File: src/rtl/pipelined_accum_adder_tree_if.sv
// Lane-vector request and result bus for the pipelined accumulating adder tree.
interface pipelined_accum_adder_tree_if #(
  parameter int unsigned NUM_INPUTS  = 16,
  parameter int unsigned INPUT_WIDTH = 8,
  parameter int unsigned ACC_WIDTH   = 16
);
  logic                                   in_valid;
  logic [NUM_INPUTS-1:0][INPUT_WIDTH-1:0] inputs;
  logic [INPUT_WIDTH-1:0]                 bias;
  logic                                   acc_mode;
  logic                                   in_last;
  logic [ACC_WIDTH-1:0]                   out;
  logic                                   out_valid;
  logic                                   out_sat;

  modport master (
    output in_valid, inputs, bias, acc_mode, in_last,
    input  out, out_valid, out_sat
  );

  modport slave (
    input  in_valid, inputs, bias, acc_mode, in_last,
    output out, out_valid, out_sat
  );
endinterface

File: src/rtl/pipelined_accum_adder_tree.sv
// Fully pipelined unsigned adder tree with bias, valid-qualified bubbles and a
// saturating multi-beat accumulate mode; latency is log2(NUM_INPUTS)+1 cycles.
module pipelined_accum_adder_tree #(
  parameter int unsigned NUM_INPUTS  = 16,
  parameter int unsigned INPUT_WIDTH = 8,
  parameter int unsigned ACC_WIDTH   = 16
) (
  input  logic                          clk,
  input  logic                          reset,
  pipelined_accum_adder_tree_if.slave   bus
);
  localparam int unsigned L      = $clog2(NUM_INPUTS);
  localparam int unsigned SUM_W  = INPUT_WIDTH + L;
  localparam int unsigned ACC_W1 = ACC_WIDTH + 1;

  if ((1 << L) != NUM_INPUTS || NUM_INPUTS < 2) begin : g_bad_lanes
    $error("NUM_INPUTS must be a power of two and at least 2");
  end
  if (ACC_WIDTH < INPUT_WIDTH + L + 1) begin : g_bad_acc
    $error("ACC_WIDTH must be at least INPUT_WIDTH + log2(NUM_INPUTS) + 1");
  end

  typedef struct packed {
    logic                   valid;
    logic                   acc_mode;
    logic                   last;
    logic [INPUT_WIDTH-1:0] bias;
  } side_t;

  side_t side_in;
  side_t side_q [1:L];

  assign side_in = '{valid: bus.in_valid, acc_mode: bus.acc_mode,
                     last: bus.in_last, bias: bus.bias};

  // Sideband travels in lockstep with the tree levels.
  always_ff @(posedge clk or posedge reset) begin
    if (reset) begin
      for (int i = 1; i <= int'(L); i++) side_q[i] <= '0;
    end else begin
      side_q[1] <= side_in;
      for (int i = 2; i <= int'(L); i++) side_q[i] <= side_q[i-1];
    end
  end

  // Level k holds NUM_INPUTS>>k partial sums of INPUT_WIDTH+k bits each.
  for (genvar k = 0; k <= L; k++) begin : g_lvl
    localparam int unsigned W = INPUT_WIDTH + k;
    localparam int unsigned N = NUM_INPUTS >> k;
    logic [N-1:0][W-1:0] sum;
    if (k == 0) begin : g_leaf
      assign sum = bus.inputs;
    end else begin : g_add
      always_ff @(posedge clk or posedge reset) begin
        if (reset) begin
          sum <= '0;
        end else begin
          for (int i = 0; i < int'(N); i++)
            sum[i] <= W'(g_lvl[k-1].sum[2*i]) + W'(g_lvl[k-1].sum[2*i+1]);
        end
      end
    end
  end

  logic [SUM_W-1:0] tree_sum;
  side_t            fin;
  assign tree_sum = g_lvl[L].sum[0];
  assign fin      = side_q[L];

  logic [ACC_WIDTH-1:0] acc_q, acc_d, out_q, out_d, base, acc_clip;
  logic                 open_q, open_d, sat_q, sat_d;
  logic                 out_valid_q, out_valid_d, out_sat_q, out_sat_d;
  logic [ACC_W1-1:0]    acc_sum;
  logic                 clip;

  // Final stage: single-vector result or saturating packet accumulate.
  always_comb begin
    acc_d       = acc_q;
    open_d      = open_q;
    sat_d       = sat_q;
    out_d       = out_q;
    out_valid_d = 1'b0;
    out_sat_d   = out_sat_q;
    base        = open_q ? acc_q : '0;
    acc_sum     = ACC_W1'(base) + ACC_W1'(tree_sum)
                + (fin.last ? ACC_W1'(fin.bias) : ACC_W1'(0));
    clip        = acc_sum[ACC_WIDTH];
    acc_clip    = clip ? '1 : acc_sum[ACC_WIDTH-1:0];
    if (fin.valid) begin
      if (!fin.acc_mode) begin
        out_d       = ACC_WIDTH'(tree_sum) + ACC_WIDTH'(fin.bias);
        out_valid_d = 1'b1;
        out_sat_d   = 1'b0;
      end else if (fin.last) begin
        out_d       = acc_clip;
        out_valid_d = 1'b1;
        out_sat_d   = sat_q | clip;
        acc_d       = '0;
        open_d      = 1'b0;
        sat_d       = 1'b0;
      end else begin
        acc_d  = acc_clip;
        open_d = 1'b1;
        sat_d  = sat_q | clip;
      end
    end
  end

  always_ff @(posedge clk or posedge reset) begin
    if (reset) begin
      acc_q       <= '0;
      open_q      <= 1'b0;
      sat_q       <= 1'b0;
      out_q       <= '0;
      out_valid_q <= 1'b0;
      out_sat_q   <= 1'b0;
    end else begin
      acc_q       <= acc_d;
      open_q      <= open_d;
      sat_q       <= sat_d;
      out_q       <= out_d;
      out_valid_q <= out_valid_d;
      out_sat_q   <= out_sat_d;
    end
  end

  assign bus.out       = out_q;
  assign bus.out_valid = out_valid_q;
  assign bus.out_sat   = out_sat_q;
endmodule
File: src/flat_wrapper.sv
// flat-port wrapper written by rule: the top's interface ports become plain ports
module pipelined_accum_adder_tree_flat 
#(
  parameter int unsigned NUM_INPUTS  = 16,
  parameter int unsigned INPUT_WIDTH = 8,
  parameter int unsigned ACC_WIDTH   = 16
)
  (clk, reset, bus_in_valid, bus_inputs, bus_bias, bus_acc_mode, bus_in_last, bus_out, bus_out_valid, bus_out_sat);
  pipelined_accum_adder_tree_if #(.NUM_INPUTS(NUM_INPUTS), .INPUT_WIDTH(INPUT_WIDTH), .ACC_WIDTH(ACC_WIDTH)) bus_i ();
  input  logic clk;
  input  logic reset;
  input wire logic [$bits(bus_i.in_valid)-1:0] bus_in_valid;
  input wire logic [$bits(bus_i.inputs)-1:0] bus_inputs;
  input wire logic [$bits(bus_i.bias)-1:0] bus_bias;
  input wire logic [$bits(bus_i.acc_mode)-1:0] bus_acc_mode;
  input wire logic [$bits(bus_i.in_last)-1:0] bus_in_last;
  output wire logic [$bits(bus_i.out)-1:0] bus_out;
  output wire logic [$bits(bus_i.out_valid)-1:0] bus_out_valid;
  output wire logic [$bits(bus_i.out_sat)-1:0] bus_out_sat;
  assign bus_i.in_valid = bus_in_valid;
  assign bus_i.inputs = bus_inputs;
  assign bus_i.bias = bus_bias;
  assign bus_i.acc_mode = bus_acc_mode;
  assign bus_i.in_last = bus_in_last;
  assign bus_out = bus_i.out;
  assign bus_out_valid = bus_i.out_valid;
  assign bus_out_sat = bus_i.out_sat;
  pipelined_accum_adder_tree #(.NUM_INPUTS(NUM_INPUTS), .INPUT_WIDTH(INPUT_WIDTH), .ACC_WIDTH(ACC_WIDTH)) u_core (.clk(clk), .reset(reset), .bus(bus_i));
endmodule
File: config.mk
export PLATFORM = sky130hd
export DESIGN_NAME = pipelined_accum_adder_tree_flat
export DESIGN_NICKNAME = d
export VERILOG_FILES = /design/src/rtl/pipelined_accum_adder_tree_if.sv /design/src/rtl/pipelined_accum_adder_tree.sv /design/src/flat_wrapper.sv
export SDC_FILE = /design/constraint.sdc
export NUM_CORES = 1
export LEC_CHECK = 0
export CORE_ASPECT_RATIO = 1.2
export CORE_MARGIN = 1
export CORE_UTILIZATION = 31
export CTS_BUF_LIST = sky130_fd_sc_hd__clkbuf_4
export DETAILED_ROUTE_END_ITERATION = 8
export PLACE_DENSITY_LB_ADDON = 0.25
export SLEW_MARGIN = 25
export SYNTH_ARGS = -nofsm -noshare
export SYNTH_HDL_FRONTEND = slang
export SYNTH_SLANG_ARGS = --single-unit
File: constraint.sdc
create_clock -name clk -period 10.35 [get_ports clk]
set_clock_uncertainty 0.05 [all_clocks]
set_input_delay 2.07 -clock clk [delete_from_list [all_inputs] [get_ports clk]]
set_output_delay 2.07 -clock clk [all_outputs]
set_load 0.01 [all_outputs]
**Word level (Yosys, flattened, before mapping)**

Cells that the tools add are included.

- Register bits after elaboration: 226
- Latch bits: 0
- RAM bits: 0
- Memory bits (read-only): 0
- Bits of input ports: 141
- Word-level logic and storage cells: 72
- Memories kept: 0

- Add/sub/neg operators: 18
- $mul: 0
- Div/mod/pow operators: 0
- $lt $le $gt $ge: 0
- Equal/unequal tests: 1
- Shifts and indexed selects: 0
- Muxes and demuxes: 13
- Bitwise gates (word level): 1
- Reductions and logical operators: 2

Operators by type and width:

| kind | count |
|---|---|
| $mux W16 | 5 |
| $add A8 B8 Y9 | 8 |
| $add A9 B9 Y10 | 4 |
| $add A10 B10 Y11 | 2 |
| $add A16 B12 Y17 | 1 |
| $add A17 B17 Y17 | 1 |
| $add A12 B8 Y13 | 1 |
| $add A11 B11 Y12 | 1 |
| $mux W8 | 1 |
| $mux W1 | 7 |
| $reduce_and A2 Y1 | 2 |
| $ne A2 B2 Y1 const B | 1 |
| $or A1 B1 Y1 | 1 |

**Depth between registers and ports, before layout**

- Depth after elaboration: 6
- Gate-level depth with buffers: 14

**Worst setup path before layout**

Ideal clock, no wire load.

- Path kind: register to register
- Start: register u_core.open_q
- End: register u_core.acc_q[15]
- Library setup time: 0.132 ns
- Arrival time: 3.421 ns
- Path slack: 6.747 ns
- Stages on the path, launching flop included: 15
- Path buffers: 2
- Period minus slack after synthesis: 3.603 ns
- Path through: dfrtp_1 -> clkbuf_1 -> clkbuf_1 -> nand2_1 -> fa_1 -> inv_1 -> ha_1 -> fa_1 -> a21o_1 -> a221oi_2 -> a21oi_2 -> a31o_1 -> mux2i_1 -> a211oi_2 -> o21ai_0

- Longest elaborated chain between the ends: 5

Ends and longest elaborated chain:

| element | line | text |
|---|---|---|
| start: declaration | pipelined_accum_adder_tree.sv:71 | `logic open_q, open_d, sat_q, sat_d;` |
| start signal: assignment | pipelined_accum_adder_tree.sv:119 | `open_q <= open_d;` |
| $mux W16 | pipelined_accum_adder_tree.sv:84 | `base = open_q ? acc_q : '0;` |
| $add A16 B12 Y17 | pipelined_accum_adder_tree.sv:85 | `acc_sum = ACC_W1'(base) + ACC_W1'(tree_sum)` |
| $add A17 B17 Y17 | pipelined_accum_adder_tree.sv:86 | `+ (fin.last ? ACC_W1'(fin.bias) : ACC_W1'(0));` |
| $mux W16 | pipelined_accum_adder_tree.sv:88 | `acc_clip = clip ? '1 : acc_sum[ACC_WIDTH-1:0];` |
| $mux W16 | pipelined_accum_adder_tree.sv:94 | `end else if (fin.last) begin` |
| end signal: assignment | pipelined_accum_adder_tree.sv:111 | `acc_q <= '0;` |
| end signal: assignment | pipelined_accum_adder_tree.sv:118 | `acc_q <= acc_d;` |
| end: declaration | pipelined_accum_adder_tree.sv:70 | `logic [ACC_WIDTH-1:0] acc_q, acc_d, out_q, out_d, base, acc_clip;` |

Every way passes these cells.
A chain may end at the register's enable or synchronous reset.

**Worst setup path after layout**

Ends and elaborated chain as after synthesis.

==> results.txt <==
Status: finished, final reports clean
RSZ-0062 raised after global routing: false
CTS Buf Count: 59
H-tree levels: 2
Post-CTS Setup Inserts: 0
Initial antenna violation count: 2
# clock sinks: 226
Hold Vio Cnt, Final: 0
Die width: 184 um
Post-Route WL: 23800 um
Via count: 8560
Number of enable flip-flop cells after synthesis: 0
Register area share after synthesis: 45.8%
Placed wire-length estimate: 18300 um
Ys async rst share: 100%
Finished Core Util: 39.3%
Ports: 159
Largest net degree at the start of global routing: 149
Adder-cell area share of the yosys netlist: 19.7%
CTS resizes: 0
Vias in the first global route: 9236
Drt wl/cell: 12.3 um
Vias per inst: 4.44
Max Cap Viol: 0
First-pass GRT wire length: 41300 um
Grt total ovfl: 0
Simple-Gate Fraction of Synth Area: 7.62%
Initial Util: 31.6%
Achievable Freq: 256 MHz
Syn Std Cell Area: 12400 sq um
Drt pass-1 iters: 4
Static Leak: 7.34 nW
Port Buf Inserts: 158
Critical Path Start Type: flip-flop
Largest family of logic cells by synthesized area: adder cells
Compound-Gate Fraction of Synth Area: 14.8%
Final setup violation count: 0
Final Max Tran Viols: 0
Peak VDD IR: 0.0965 mV
Final Cycle Share: 37.8%
Yosys reg bits: 226
Post-route DRC: 0
Die footprint: 40700 sq um
Mean Syn Cell Area: 10.8 sq um
Fillers: 3885
Crit path max fanout: 21
Yosys warnings: 0
Top-count cell post-synth: dfrtp_1
Post-synth top area cell: dfrtp_1
Hold Buf Count CTS: 0
Netlist cell types: 56
Worst Path Arrival: 4380 ps
Pwr Density: 243 nW/um^2
Die Ht: 221 um
TritonCTS clock tree: built
GRT Util Overall: 12.5%
Starting DRT DRC Count: 297
Core Area: 39000 sq um
Bufs on Longest Clock Path: 3
ANT nets after route: 0
Post-layout min period: 3910 ps
Mux contribution to synthesized area: 0.344%
Worst endpoint required time: 10820 ps
Synth top area cells: dfrtp_1 (46%), ha_1 (16%), xnor2_1 (5.0%)
Commonest cells post-synth: dfrtp_1 (226), ha_1 (155), inv_1 (121), a21oi_1 (87), nand2_1 (86)
Synth top area share: 45.8%
Root Driver: clkbuf_4
Worst slew pin tran: 838 ps
CP Class: reg2reg
CP endpoint kind: flip-flop
Layout area overhead: 24.2%
Layout Nets: 1676
Syn Nets: 1466
Mapped Cells: 1145
FP Rows: 79
Post-synthesis xor/xnor area fraction: 7.66%
Clock latency on the worst-skew pair: 700 ps
GPL Wtd Cong: 0.825
Setup tns final: 0 ps
Worst Hold Class: reg2reg
Ys flop type: dfrtp_1
Relative slew slack: 44.0%
Clk slew on worst S/H paths: 60 ps
Layout cells sized above 1: 7.71%
## metal layers
| layer | wire length, um | GRT usage [%] | up-vias |
|---|---|---|---|
| met5 | 12 | 0 | - |
| met4 | 479 | 4.44 | 2 |
| met3 | 1070 | 2.50 | 45 |
| met2 | 12200 | 23.2 | 179 |
| met1 | 10000 | 14.2 | 3963 |
| li1 | - | - | 4371 |
## registers in the layout (all words and copies together) (netlist names)
register              flops
u_core.acc_q             16
u_core.g_lvl.sum        146
u_core.side_q            33
u_core.sat_q              1
u_core.bus.out           16
u_core.bus.out_sat        1
u_core.fin               11
u_core.open_q             1
u_core.bus.out_valid      1
## logic make-up after synthesis
family / Yosys count
AOI/OAI and AO/OA: 287
DFF: 226
and+or+nand+nor: 208
adders and majority gates: 180
buffers and inverters: 132
xor gates and xnor gates: 108
muxes: 4
## where the power goes
part / switching [mW] / internal, mW / leakage [nW] / total (mW)
Sequential: 0.119 / 1.14 / 2.68 / 1.26
Combinational: 0.895 / 0.796 / 4.21 / 1.69
Clock: 0.360 / 0.410 / 0.446 / 0.770
## final timing paths
check / start / endpoint / slack, ps / cells past startpoint
hold / removal: u_core.side_q[19]$_DFF_PP0_ / u_core.fin[8]$_DFF_PP0_ / 280 / 0
hold reg to reg: u_core.side_q[19]$_DFF_PP0_ / u_core.fin[8]$_DFF_PP0_ / 280 / 0
min in group asynchronous: reset / u_core.g_lvl[1].sum[45]$_DFF_PP0_ / 1880 / 2
max in group asynchronous: reset / u_core.g_lvl[4].sum[10]$_DFF_PP0_ / 7170 / 3
setup reg to reg: u_core.open_q$_DFFE_PP0P_ / u_core.acc_q[15]$_DFFE_PP0P_ / 6440 / 12
setup / recovery: u_core.open_q$_DFFE_PP0P_ / u_core.acc_q[15]$_DFFE_PP0P_ / 6440 / 12
## critical path, stage by stage (launching register included)
cell      delay, ps
dfrtp_1         840
nand2_1         160
fa_1            520
inv_1            40
ha_1            230
fa_1            410
a21o_1          230
a221oi_2        350
a21oi_2         160
a31o_1          270
mux2i_1         130
a211oi_2        260
o21ai_0         120
## layout by cell type (no fill, tap or decap), drive strengths merged, types with 4 or more instances in the layout
cell type	n
nand3	10
and2	8
ha	155
o21a	7
a211oi	7
a22o	5
o21bai	10
inv	121
nand2	86
dfrtp	226
a31oi	7
nand2b	9
a221oi	4
nor2	56
clkbuf	80
xor2	38
o211ai	4
a21o	46
a21boi	12
clkdlybuf4s50	158
clkinv	25
nor2b	16
fa	25
a21oi	88
o21ai	77
xnor2	70
and3	5
nor3	7
## layout make-up
| class | count | area, sq um | area share (%) |
|---|---|---|---|
| inverter | 121 | 467 | 3.04 |
| antenna | 1 | 2.50 | 0.0163 |
| clock inverter | 27 | 163 | 1.06 |
| tap | 526 | 658 | 4.29 |
| multi-input combinational | 787 | 6200 | 40.4 |
| clock buffer | 80 | 601 | 3.91 |
| sequential | 226 | 5660 | 36.9 |
| timing repair buffer | 160 | 1600 | 10.4 |
## through the flow
step | cells | worst slack (ps) | total power [mW] | instance area (sq um) | hold WS, ps
2_1_floorplan | 1145 | 2040 | 2.54 | 12400 | 281
5_1_grt | 1928 | 6070 | 4.08 | 15300 | 300
3_5_place_dp | 1820 | 5850 | 2.99 | 14600 | 285
4_1_cts | 1927 | 6390 | 3.79 | 15300 | 288
6_report | 1928 | 6440 | 3.72 | 15300 | 284
3_3_place_gp | 1820 | 5880 | 2.96 | 14600 | 284
Power figures use the tool's default switching activity.
